`config.mk`:
```
export PLATFORM = sky130hd
export DESIGN_NAME = toggle_monitor
export DESIGN_NICKNAME = d
export VERILOG_FILES = /design/src/rtl/toggle_monitor.sv
export SDC_FILE = /design/constraint.sdc
export NUM_CORES = 1
export LEC_CHECK = 0
export CORE_MARGIN = 8
export CORE_UTILIZATION = 39
export CTS_CLUSTER_SIZE = 8
export DETAILED_ROUTE_END_ITERATION = 10
export GPL_TIMING_DRIVEN = 0
export PLACE_DENSITY = 0.6
export SKIP_LAST_GASP = 1
export SLEW_MARGIN = 10
export SYNTH_ARGS = -nofsm -noshare
export SYNTH_HDL_FRONTEND = slang
export SYNTH_SLANG_ARGS = --single-unit
```
`constraint.sdc`:
```
create_clock -name clk100 -period 4.02 [get_ports clk100]
set_input_delay 0.402 -clock clk100 [delete_from_list [all_inputs] [get_ports clk100]]
set_output_delay 0.402 -clock clk100 [all_outputs]
set_load 0.005 [all_outputs]
```
`src/rtl/toggle_monitor.sv`:
```
`default_nettype none
// ============================================================================
//  Module   : toggle_monitor
//  Purpose  : Synchronizes an asynchronous toggle input, measures the interval
//             between transitions and reports tolerance, lock and timeout.
//  Revision : 1.0 - initial release
// ============================================================================
module toggle_monitor #(
    parameter int CNT_W    = 17,
    parameter int EXPECTED = 601,
    parameter int TOL      = 2,
    parameter int LOCK_N   = 4,
    parameter int TIMEOUT  = 1202
) (
    input  logic             clk100,
    input  logic             rst_n,
    input  logic             sig_in,
    output logic [CNT_W-1:0] period_o,
    output logic             period_valid,
    output logic             in_tol,
    output logic             locked,
    output logic             timeout_o,
    output logic [7:0]       err_count
);

    localparam int               GOOD_W    = $clog2(LOCK_N + 1);
    localparam logic [CNT_W-1:0] C_CNT_MAX = {CNT_W{1'b1}};
    localparam logic [CNT_W-1:0] C_TIMEOUT = CNT_W'(TIMEOUT);
    localparam logic [CNT_W:0]   C_EXP     = (CNT_W + 1)'(EXPECTED);
    localparam logic [CNT_W:0]   C_TOL     = (CNT_W + 1)'(TOL);
    localparam logic [GOOD_W-1:0] C_LOCK_N = GOOD_W'(LOCK_N);

    typedef enum logic [1:0] {
        SEEK   = 2'd0,
        TRACK  = 2'd1,
        LOCKED = 2'd2
    } state_t;

    state_t              state_q, state_d;
    logic                s1_q, s2_q, s3_q;
    logic [CNT_W-1:0]    cnt_q, cnt_d;
    logic [GOOD_W-1:0]   good_q, good_d;
    logic [CNT_W-1:0]    period_q, period_d;
    logic                pv_q, pv_d;
    logic                tol_q, tol_d;
    logic                locked_q, locked_d;
    logic                to_q, to_d;
    logic [7:0]          err_q, err_d;

    logic                edge_w;
    logic                timeout_hit_w;
    logic                tol_ok_w;
    logic                err_inc_w;
    logic [CNT_W:0]      interval_w;
    logic [CNT_W:0]      diff_w;
    logic [CNT_W-1:0]    interval_sat_w;

    // Interval and deviation are computed one bit wider so neither can wrap.
    always_comb begin
        edge_w         = s2_q ^ s3_q;
        interval_w     = {1'b0, cnt_q} + {{CNT_W{1'b0}}, 1'b1};
        diff_w         = (interval_w >= C_EXP) ? (interval_w - C_EXP) : (C_EXP - interval_w);
        tol_ok_w       = (diff_w <= C_TOL);
        interval_sat_w = interval_w[CNT_W] ? C_CNT_MAX : interval_w[CNT_W-1:0];
        timeout_hit_w  = !edge_w && (cnt_q == C_TIMEOUT);
    end

    always_comb begin
        state_d   = state_q;
        good_d    = good_q;
        period_d  = period_q;
        pv_d      = 1'b0;
        tol_d     = tol_q;
        to_d      = to_q;
        err_inc_w = 1'b0;

        if (edge_w)
            cnt_d = '0;
        else if (cnt_q == C_CNT_MAX)
            cnt_d = cnt_q;
        else
            cnt_d = cnt_q + 1'b1;

        if (edge_w) begin
            to_d = 1'b0;
            case (state_q)
                SEEK: begin
                    state_d = TRACK;
                    good_d  = '0;
                end
                TRACK, LOCKED: begin
                    pv_d     = 1'b1;
                    period_d = interval_sat_w;
                    tol_d    = tol_ok_w;
                    if (tol_ok_w) begin
                        if (state_q == TRACK) begin
                            good_d = good_q + 1'b1;
                            if (good_q + 1'b1 == C_LOCK_N)
                                state_d = LOCKED;
                        end
                    end else begin
                        good_d    = '0;
                        err_inc_w = 1'b1;
                        state_d   = TRACK;
                    end
                end
                default: state_d = SEEK;
            endcase
        end else if (timeout_hit_w) begin
            to_d = 1'b1;
            if (state_q != SEEK) begin
                err_inc_w = 1'b1;
                state_d   = SEEK;
            end
        end

        err_d    = (err_inc_w && (err_q != 8'hFF)) ? err_q + 8'd1 : err_q;
        locked_d = (state_d == LOCKED);
    end

    always_ff @(posedge clk100 or negedge rst_n) begin
        if (!rst_n) begin
            s1_q     <= 1'b0;
            s2_q     <= 1'b0;
            s3_q     <= 1'b0;
            state_q  <= SEEK;
            cnt_q    <= '0;
            good_q   <= '0;
            period_q <= '0;
            pv_q     <= 1'b0;
            tol_q    <= 1'b0;
            locked_q <= 1'b0;
            to_q     <= 1'b0;
            err_q    <= 8'd0;
        end else begin
            s1_q     <= sig_in;
            s2_q     <= s1_q;
            s3_q     <= s2_q;
            state_q  <= state_d;
            cnt_q    <= cnt_d;
            good_q   <= good_d;
            period_q <= period_d;
            pv_q     <= pv_d;
            tol_q    <= tol_d;
            locked_q <= locked_d;
            to_q     <= to_d;
            err_q    <= err_d;
        end
    end

    assign period_o     = period_q;
    assign period_valid = pv_q;
    assign in_tol       = tol_q;
    assign locked       = locked_q;
    assign timeout_o    = to_q;
    assign err_count    = err_q;

endmodule
`default_nettype wire

```
==> impl_metrics.csv, run 1 <==
group,metric,value,unit
status,status,"finished, final reports clean",
logic_synthesis,ys_seq_area_frac,0.364,
cells_and_area,fin_nets,474,
critical_path,worstPathMaxFanout,8,
pwr,total_power,1.70,mW
critical_path,arrival,4020,ps
sta,period_needed,3820,ps
logic_synthesis,yosysMostFrequentCell,"nor2_1",
cells_and_area,final_layout_size_suffix_gt1_frac,0.111,
routing,ant_nets,0,
floorplanning,num_rows,35,
critical_path,worst-setup-path-type,"reg2reg",
logic_synthesis,synth_cell_types,67,
logic_synthesis,yosys_warnings,0,
sta,period_share,0.950,
floorplanning,die_y,114,um
routing,via_per_inst,5.49,
routing,wl,9680,um
logic_synthesis,synth_top_area_frac,0.364,
routing,dr_total_vias,3232,
logic_synthesis,yosysTopAreaCell,"dfrtp_1",
global_route,grt_start_max_net_pins,32,
clock_tree,clk_latency,320,ps
global_route,antenna_found_initial,0,
sta,fin_worst_skew,11.5,ps
floorplanning,core-area,9240,um^2
cells_and_area,nFillCells,907,
critical_path,startpoint_type,"register",
critical_path,required,4230,ps
logic_synthesis,synth_seq_cells,54,
sta,max_clock_freq,262,MHz
critical_path,critPathCaptureType,"register",
clock_tree,clk_pin_slew,100,ps
cells_and_area,instances_no_fill,589,
logic_synthesis,synth_flop_cell,"dfrtp_1",
routing,drc,0,
logic_synthesis,syn-num-nets,435,
logic_synthesis,async_reset_ff_frac,1.00,
clock_tree,cts_made_buffers,5,
sta,tightest_slew,797,ps
place,dpl.hpwl,7360,um
global_route,grt.total_usage,0.155,
floorplanning,pin_count,32,
sta,hold_viol_final,0,
clock_tree,clk_path_buf_depth,2,
sta,setup_violations,0,
floorplanning,initial_core_util,0.402,
global_route,grt_pass1_wl,16200,um
clock_tree,cts_tree,"done",
floorplanning,die_width,114,um
global_route,overflow,0,
logic_synthesis,syn_inst,420,
clock_tree,cts-root-buf,"clkbuf_8",
logic_synthesis,synth_edf_count,0,
cells_and_area,area_growth,17.1,%
clock_tree,cts_htree_levels,2,
floorplanning,dieArea,12900,um^2
flow_run,drv_cap,0,
place,portBuffers,31,
routing,wl_per_cell,16.4,um
routing,drtIter0Drc,238,
logic_synthesis,synth_commonest_cells,"55 x nor2_1, 54 x dfrtp_1, 31 x nand2_1",
sta,maxSlewViolCount,0,
cells_and_area,diodes,0,
logic_synthesis,synth_area,3720,um^2
logic_synthesis,ys_top_cells_by_area,"dfrtp_1 36%, xnor2_1 5.9%, nor2_1 5.6%",
routing,drt_first_pass_iters,4,
sta,rsz0062_at_grt,"no",
pwr,pwr_density_cell,391,nW/um^2
global_route,first_global_vias,3097,
place,dp_cells,581,
pwr,power.leakage,1.80,nW
clock_tree,cts.sinks,54,
logic_synthesis,synth.avg_cell_area,8.85,um^2
clock_tree,post_cts_buffers,0,
sta,slew-limit-headroom,0.467,
cells_and_area,fin_util,0.471,
place,gp_congestion,0.906,
worst_hold_path,holdCritPathClass,"in2async",
pwr,ir_worst_vdd,0.137,mV
-- per-stage QoR --
| step | setup TNS, ps | setup WS (ps) | hold slack, ps | area (um^2) |
|---|---|---|---|---|
| after floorplan | 0 | 619 | 106 | 3720 |
| after detailed placement | -1120 | -132 | 337 | 4200 |
| after global placement | -682 | -81.9 | 334 | 4190 |
| after global routing | 0 | 13.9 | 114 | 4350 |
| final | 0 | 201 | 68.1 | 4350 |
| after CTS | 0 | 44.8 | 92.5 | 4310 |
-- layout by cell type, fill, tap and decap left out, types with 6 or more instances in the layout --
cell type	instances
nor2_1	54
dfrtp_1	54
nand2_1	31
clkdlybuf4s50_1	30
xnor2_1	25
nand3_1	21
xor2_1	21
a21oi_1	20
nor3_1	16
o21ai_0	15
buf_2	11
ha_1	11
a31oi_1	10
inv_1	8
buf_4	6
nand4_1	6
nor4_1	6
mux2i_1	6
nand2b_1	6
clkbuf_8	6
-- critical path, stage by stage (launching register included) --
cell and delay (ps):
dfrtp_1 440, ha_1 190, buf_2 170, and2_1 160, buf_2 180, nand2_1 160
nor2_1 70, ha_1 380, nor2_1 190, a31o_2 250, and2_1 160, buf_6 130
o221ai_1 150, a2111oi_4 460, and2_4 240, nor2_1 70, mux2_4 320
-- layer usage --
layer  part of all wire  global-route usage  routed length (um)  vias to the layer above
met2               0.46               0.252                4480                       72
met5                  0                   0                   0                        -
met3              0.047              0.0306                 459                       11
li1                   -                   -                   -                     1572
met1               0.47               0.204                4590                     1577
met4              0.015              0.0426                 146                        0
-- timing repair --
action                                  4_1_cts  5_1_grt
hold buffers                                  0        0
endpoints found under the setup margin       14       15
resized for setup                             1        8
-- where the power goes --
part / internal [mW] / switching [mW] / total, mW
logic: 0.329 / 0.276 / 0.605
clock network: 0.142 / 0.192 / 0.334
registers: 0.666 / 0.0979 / 0.764
total: 1.14 / 0.566 / 1.70
-- cell families after synthesis --
kind of cell / after synthesis / synth area share
DFF: 54 / 0.364
xor gates and xnor gates: 47 / 0.113
adders and majority gates: 12 / 0.0404
muxes: 7 / 0.0202
and+or+nand+nor: 173 / 0.240
AOI/OAI and AO/OA: 93 / 0.174
buffers and inverters: 34 / 0.0498
-- worst paths after layout --
check                           depth (start not counted)  slack (ps)           end      from
worst max-delay path                                   16         200  err_count[1]  cnt_q[1]
worst min-delay path                                    1          70      cnt_q[0]     rst_n
worst max register to register                         16         200  err_count[1]  cnt_q[1]
worst min register to register                          0         360          s2_q      s1_q
max in group asynchronous                               2        3390  period_o[16]     rst_n
min in group clk100                                     0         360          s2_q      s1_q
-- flip-flops by register name, summed over array words and instances (netlist names) --
signal / cells
s3_q: 1
err_count: 8
timeout_o: 1
in_tol: 1
locked: 1
period_o: 17
s2_q: 1
cnt_q: 17
good_q: 3
s1_q: 1
period_valid: 1
state_q: 2
-- area by class of cell --
type                            instances  area [um^2]  share of cell area
Sequential cell                        54         1350               0.310
Clock buffer                            6         82.6              0.0190
Multi-Input combinational cell        332         2230               0.512
Buffer                                 25          151              0.0348
Tap cell                              129          161              0.0371
Clock inverter                          2         17.5             0.00402
Inverter                                9         33.8             0.00776
Timing Repair Buffer                   32          325              0.0747
(Power assumes the default switching activity.)
==> inputs of run 2 (changes only) <==
--- a/config.mk
+++ b/config.mk
@@ -5,7 +5,8 @@
 export SDC_FILE = /design/constraint.sdc
 export NUM_CORES = 1
 export LEC_CHECK = 0
-export CORE_MARGIN = 8
+export ABC_AREA = 0
+export CORE_MARGIN = 3
 export CORE_UTILIZATION = 39
 export CTS_CLUSTER_SIZE = 8
 export DETAILED_ROUTE_END_ITERATION = 10
==> impl_metrics.csv, run 2 (synthesized netlist as in run 1, its figures left out) <==
group,metric,value,unit
status,status,"finished, final reports clean",
clock_tree,cts_tree,"done",
clock_tree,cts.sinks,54,
pwr,total_power,1.76,mW
flow_run,drv_cap,0,
clock_tree,cts-root-buf,"clkbuf_8",
routing,wl_per_cell,16.2,um
place,placed_area,4200,um^2
sta,setup_ws,257,ps
clock_tree,post_cts_buffers,0,
routing,ant_nets,0,
sta,max_clock_freq,266,MHz
critical_path,worst-setup-path-type,"reg2reg",
cells_and_area,fin_nets,474,
global_route,overflow,0,
clock_tree,clk_path_buf_depth,2,
sta,tightest_slew,795,ps
sta,period_share,0.936,
cells_and_area,fin_util,0.486,
clock_tree,clk_latency,310,ps
floorplanning,die_width,104,um
global_route,grt.total_usage,0.182,
routing,drt_first_pass_iters,5,
floorplanning,initial_core_util,0.414,
critical_path,required,4230,ps
floorplanning,pin_count,32,
cells_and_area,nFillCells,874,
place,place_ws,-90.8,ps
routing,drc,0,
sta,setup_violations,0,
cells_and_area,diodes,0,
global_route,grt_pass1_wl,16300,um
pwr,pwr_density_cell,403,nW/um^2
critical_path,arrival,3970,ps
sta,hold_viol_final,0,
floorplanning,num_rows,34,
routing,via_per_inst,5.56,
cells_and_area,area_growth,17.3,%
sta,maxSlewViolCount,0,
sta,fin_worst_skew,6.21,ps
routing,drtIter0Drc,226,
cells_and_area,finish.instance_area,4360,um^2
critical_path,worstPathMaxFanout,8,
place,gp_congestion,0.879,
routing,wl,9500,um
floorplanning,die_y,104,um
clock_tree,clk_pin_slew,110,ps
global_route,first_global_vias,3151,
place,dp_cells,578,
critical_path,startpoint_type,"register",
global_route,grt_start_max_net_pins,37,
routing,dr_total_vias,3259,
floorplanning,dieArea,10700,um^2
clock_tree,cts_made_buffers,5,
cells_and_area,final_cell_mix,"54 x nor2_1, 54 x dfrtp_1, 31 x nand2_1",
sta,slew-limit-headroom,0.469,
cells_and_area,final_layout_size_suffix_gt1_frac,0.113,
critical_path,regToRegSetupSlack,260,ps
pwr,ir_worst_vdd,0.157,mV
place,dpl.hpwl,7270,um
clock_tree,cts_htree_levels,2,
pwr,power.leakage,1.81,nW
critical_path,critPathCaptureType,"register",
sta,period_needed,3760,ps
floorplanning,core-area,8980,um^2
worst_hold_path,holdCritPathClass,"in2async",
cells_and_area,instances_no_fill,586,
global_route,antenna_found_initial,0,
place,portBuffers,31,
==> run 2: changes by cell type in the layout (fill, tap and decap cells not counted) <==
cell       previous run  this run
clkinv_4              2         0
inv_6                 0         2
bufinv_16             0         1
clkbuf_8              6         5
nor2_2                1         2
nor2_4                1         0
o2111a_1              1         0
o2111a_2              0         1
==> run 2: cell type report <==
cell class                 count  area, um^2  share of cell area
multi-input combinational    332        2230               0.510
buffer                        25         151              0.0347
timing repair buffer          32         325              0.0746
clock buffer                   5        68.8              0.0158
sequential                    54        1350               0.310
tap                          126         158              0.0361
inverter                       9        33.8             0.00775
clock inverter                 3        47.5              0.0109
==> run 2: final timing paths <==
path | from | to | depth (start not counted)
worst min-delay path | rst_n | cnt_q[1] | 1
worst min register to register | s1_q | s2_q | 0
min in group clk100 | s1_q | s2_q | 0
worst max register to register | cnt_q[1] | err_count[1] | 16
worst max-delay path | cnt_q[1] | err_count[1] | 16
max in group asynchronous | rst_n | timeout_o | 2
==> run 2: what timing repair did <==
item                                    in CTS  in global routing
resized for setup                            1                  8
cloned                                       0                  0
pin swaps                                    0                  1
endpoints found under the setup margin      10                 15
hold buffers                                 0                  0
endpoints found under the hold margin        0                  0
==> run 2: critical path, cell delays in order, from the launching register on <==
cell       delay (ps)
dfrtp_1           440
ha_1              190
buf_2             170
and2_1            160
buf_2             180
nand2_1           150
nor2_1             70
ha_1              400
nor2_1            110
a31o_2            310
and2_1            180
buf_6             130
mux2i_1           160
a2111oi_4         410
and2_4            220
nor2_1             70
mux2_4            320
==> run 2: report_power, final <==
group	leakage (nW)	switching, mW	internal, mW	total, mW
clock network	0.0591	0.200	0.191	0.390
logic	1.05	0.273	0.328	0.601
registers	0.698	0.100	0.666	0.766
total	1.81	0.573	1.18	1.76
==> run 2: stage by stage <==
step                      hold WS [ps]  TNS, ps
after global routing              55.6    -5.22
after CTS                         47.0        0
after floorplan                    106        0
after global placement             333     -418
final                             38.9        0
after detailed placement           338     -722
==> run 2: metal layers <==
metal  track usage  part of all wire  wire [um]  vias to the layer above
met4        0.0446             0.011        108                        0
met1         0.259              0.47       4500                     1571
met5             0                 0          0                        -
met3        0.0305             0.053        502                       10
li1              -                 -          -                     1580
met2         0.291              0.46       4390                       98
==> inputs of run 3 (changes only) <==
--- a/config.mk
+++ b/config.mk
@@ -5,13 +5,12 @@
 export SDC_FILE = /design/constraint.sdc
 export NUM_CORES = 1
 export LEC_CHECK = 0
-export ABC_AREA = 0
 export CORE_MARGIN = 3
 export CORE_UTILIZATION = 39
 export CTS_CLUSTER_SIZE = 8
 export DETAILED_ROUTE_END_ITERATION = 10
 export GPL_TIMING_DRIVEN = 0
-export PLACE_DENSITY = 0.6
+export PLACE_DENSITY = 0.58
 export SKIP_LAST_GASP = 1
 export SLEW_MARGIN = 10
 export SYNTH_ARGS = -nofsm -noshare
==> impl_metrics.csv, run 3 (synthesized netlist as in run 1, its figures left out) <==
group,metric,value,unit
global_route,antenna_found_initial,0,
flow_run,drv_cap,0,
sta,hold_viol_final,0,
pwr,ir_worst_vdd,0.190,mV
status,status,"finished, final reports clean",
floorplanning,dieArea,10700,um^2
critical_path,r2r_cells,17,
routing,drt_first_pass_iters,4,
place,place_ws,-63.3,ps
global_route,grt.total_usage,0.176,
sta,maxSlewViolCount,0,
floorplanning,die_y,104,um
floorplanning,num_rows,34,
cells_and_area,multi_input_area,2220,um^2
floorplanning,die_width,104,um
cells_and_area,final_layout_size_suffix_gt1_frac,0.111,
floorplanning,pin_count,32,
critical_path,worst-setup-path-type,"reg2reg",
place,portBuffers,31,
cells_and_area,fin_nets,475,
place,gp_congestion,0.887,
cells_and_area,seq_area,1350,um^2
sta,tightest_slew,774,ps
routing,drtIter0Drc,240,
clock_tree,cts_made_buffers,5,
sta,max_clock_freq,264,MHz
global_route,overflow,0,
routing,drc,0,
critical_path,crit_start,"cnt_q[0]",
pwr,power.leakage,1.80,nW
clock_tree,clk_latency,310,ps
worst_hold_path,holdCritPathClass,"in2async",
routing,ant_nets,0,
routing,wl_per_cell,16.2,um
sta,fin_worst_skew,7.40,ps
clock_tree,cts-root-buf,"clkbuf_8",
cells_and_area,nFillCells,892,
critical_path,worstPathMaxFanout,10,
floorplanning,initial_core_util,0.414,
cells_and_area,area_growth,16.9,%
sta,period_needed,3790,ps
pwr,pwr_density_cell,390,nW/um^2
clock_tree,cts_htree_levels,2,
clock_tree,clk_pin_slew,100,ps
place,dpl.hpwl,7140,um
sta,setup_ws,226,ps
global_route,first_global_vias,3043,
global_route,grt_pass1_wl,15800,um
sta,slew-limit-headroom,0.483,
routing,via_per_inst,5.45,
critical_path,arrival,4040,ps
sta,period_share,0.944,
routing,dr_total_vias,3198,
clock_tree,clk_path_buf_depth,2,
critical_path,critPathCaptureType,"register",
cells_and_area,final_cell_mix,"54 x nor2_1, 54 x dfrtp_1, 31 x nand2_1",
critical_path,r2r-start,"cnt_q[0]",
cells_and_area,finish.instance_area,4350,um^2
clock_tree,cts_tree,"done",
routing,wl,9500,um
cells_and_area,diodes,0,
critical_path,startpoint_type,"register",
critical_path,required,4260,ps
global_route,grt_start_max_net_pins,32,
clock_tree,cts.sinks,54,
place,placed_area,4200,um^2
floorplanning,core-area,8980,um^2
sta,setup_violations,0,
## run 3: cell count changes in the layout (fill, tap and decap cells not counted)
cell	before	now
a2111oi_1	0	1
a2111oi_2	1	0
buf_4	6	7
bufinv_16	1	0
clkbuf_8	5	6
clkinvlp_4	0	1
inv_6	2	1
o2111a_1	0	1
o2111a_2	1	0
## run 3: per-layer routing
layer,track usage,vias up,wire [um]
met4,0.0494,0,177
met2,0.275,82,4100
met5,0,-,0
met3,0.0274,11,405
met1,0.255,1524,4810
li1,-,1581,-
## run 3: report_power, final
part	internal, mW	switching (mW)	leakage, nW
Combinational	0.329	0.276	1.06
Clock	0.142	0.189	0.0478
Sequential	0.665	0.0935	0.698
Total	1.14	0.559	1.80
## run 3: path summary, 6_finish.rpt
path,to,slack (ps)
max reg2reg,locked,230
max in group asynchronous,locked,3390
max,locked,230
min in group clk100,s2_q,360
min,period_valid,70
min reg2reg,s2_q,360
## run 3: final cells by class
cell class / count / share of cell area
inverter: 9 / 0.00777
clock inverter: 2 / 0.00374
timing repair buffer: 33 / 0.0766
multi-input combinational: 332 / 0.511
clock buffer: 6 / 0.0190
tap: 126 / 0.0363
buffer: 25 / 0.0348
sequential: 54 / 0.311
## run 3: through the flow
step	power [mW]	std cells	TNS, ps	util	hold slack, ps
6_report	1.70	587	0	0.484	67.1
5_1_grt	1.82	587	-268	0.484	107
4_1_cts	1.72	586	0	0.480	78.4
3_5_place_dp	1.38	578	-457	0.468	336
3_3_place_gp	1.37	577	-719	0.466	333
2_1_floorplan	1.05	420	0	-	106
## run 3: worst max-delay path: stages, from the launching register on
cell and delay (ps):
dfrtp_1 390, buf_4 180, inv_1 170, ha_1 310, inv_1 130, ha_2 280, nor3b_1 70, a32o_1 300
nor4_4 300, nor2_1 100, a2111oi_1 330, nand3_1 120, a21oi_1 150, o2111a_1 280, and2_4 190, buf_6 140
o2111ai_2 140, a21oi_2 140
## run 3: repair_timing
item,in CTS,in global routing
endpoints found under the setup margin,10,15
hold buffers,0,0
resized for setup,1,6
buffers inserted,0,1
pin swaps,0,1
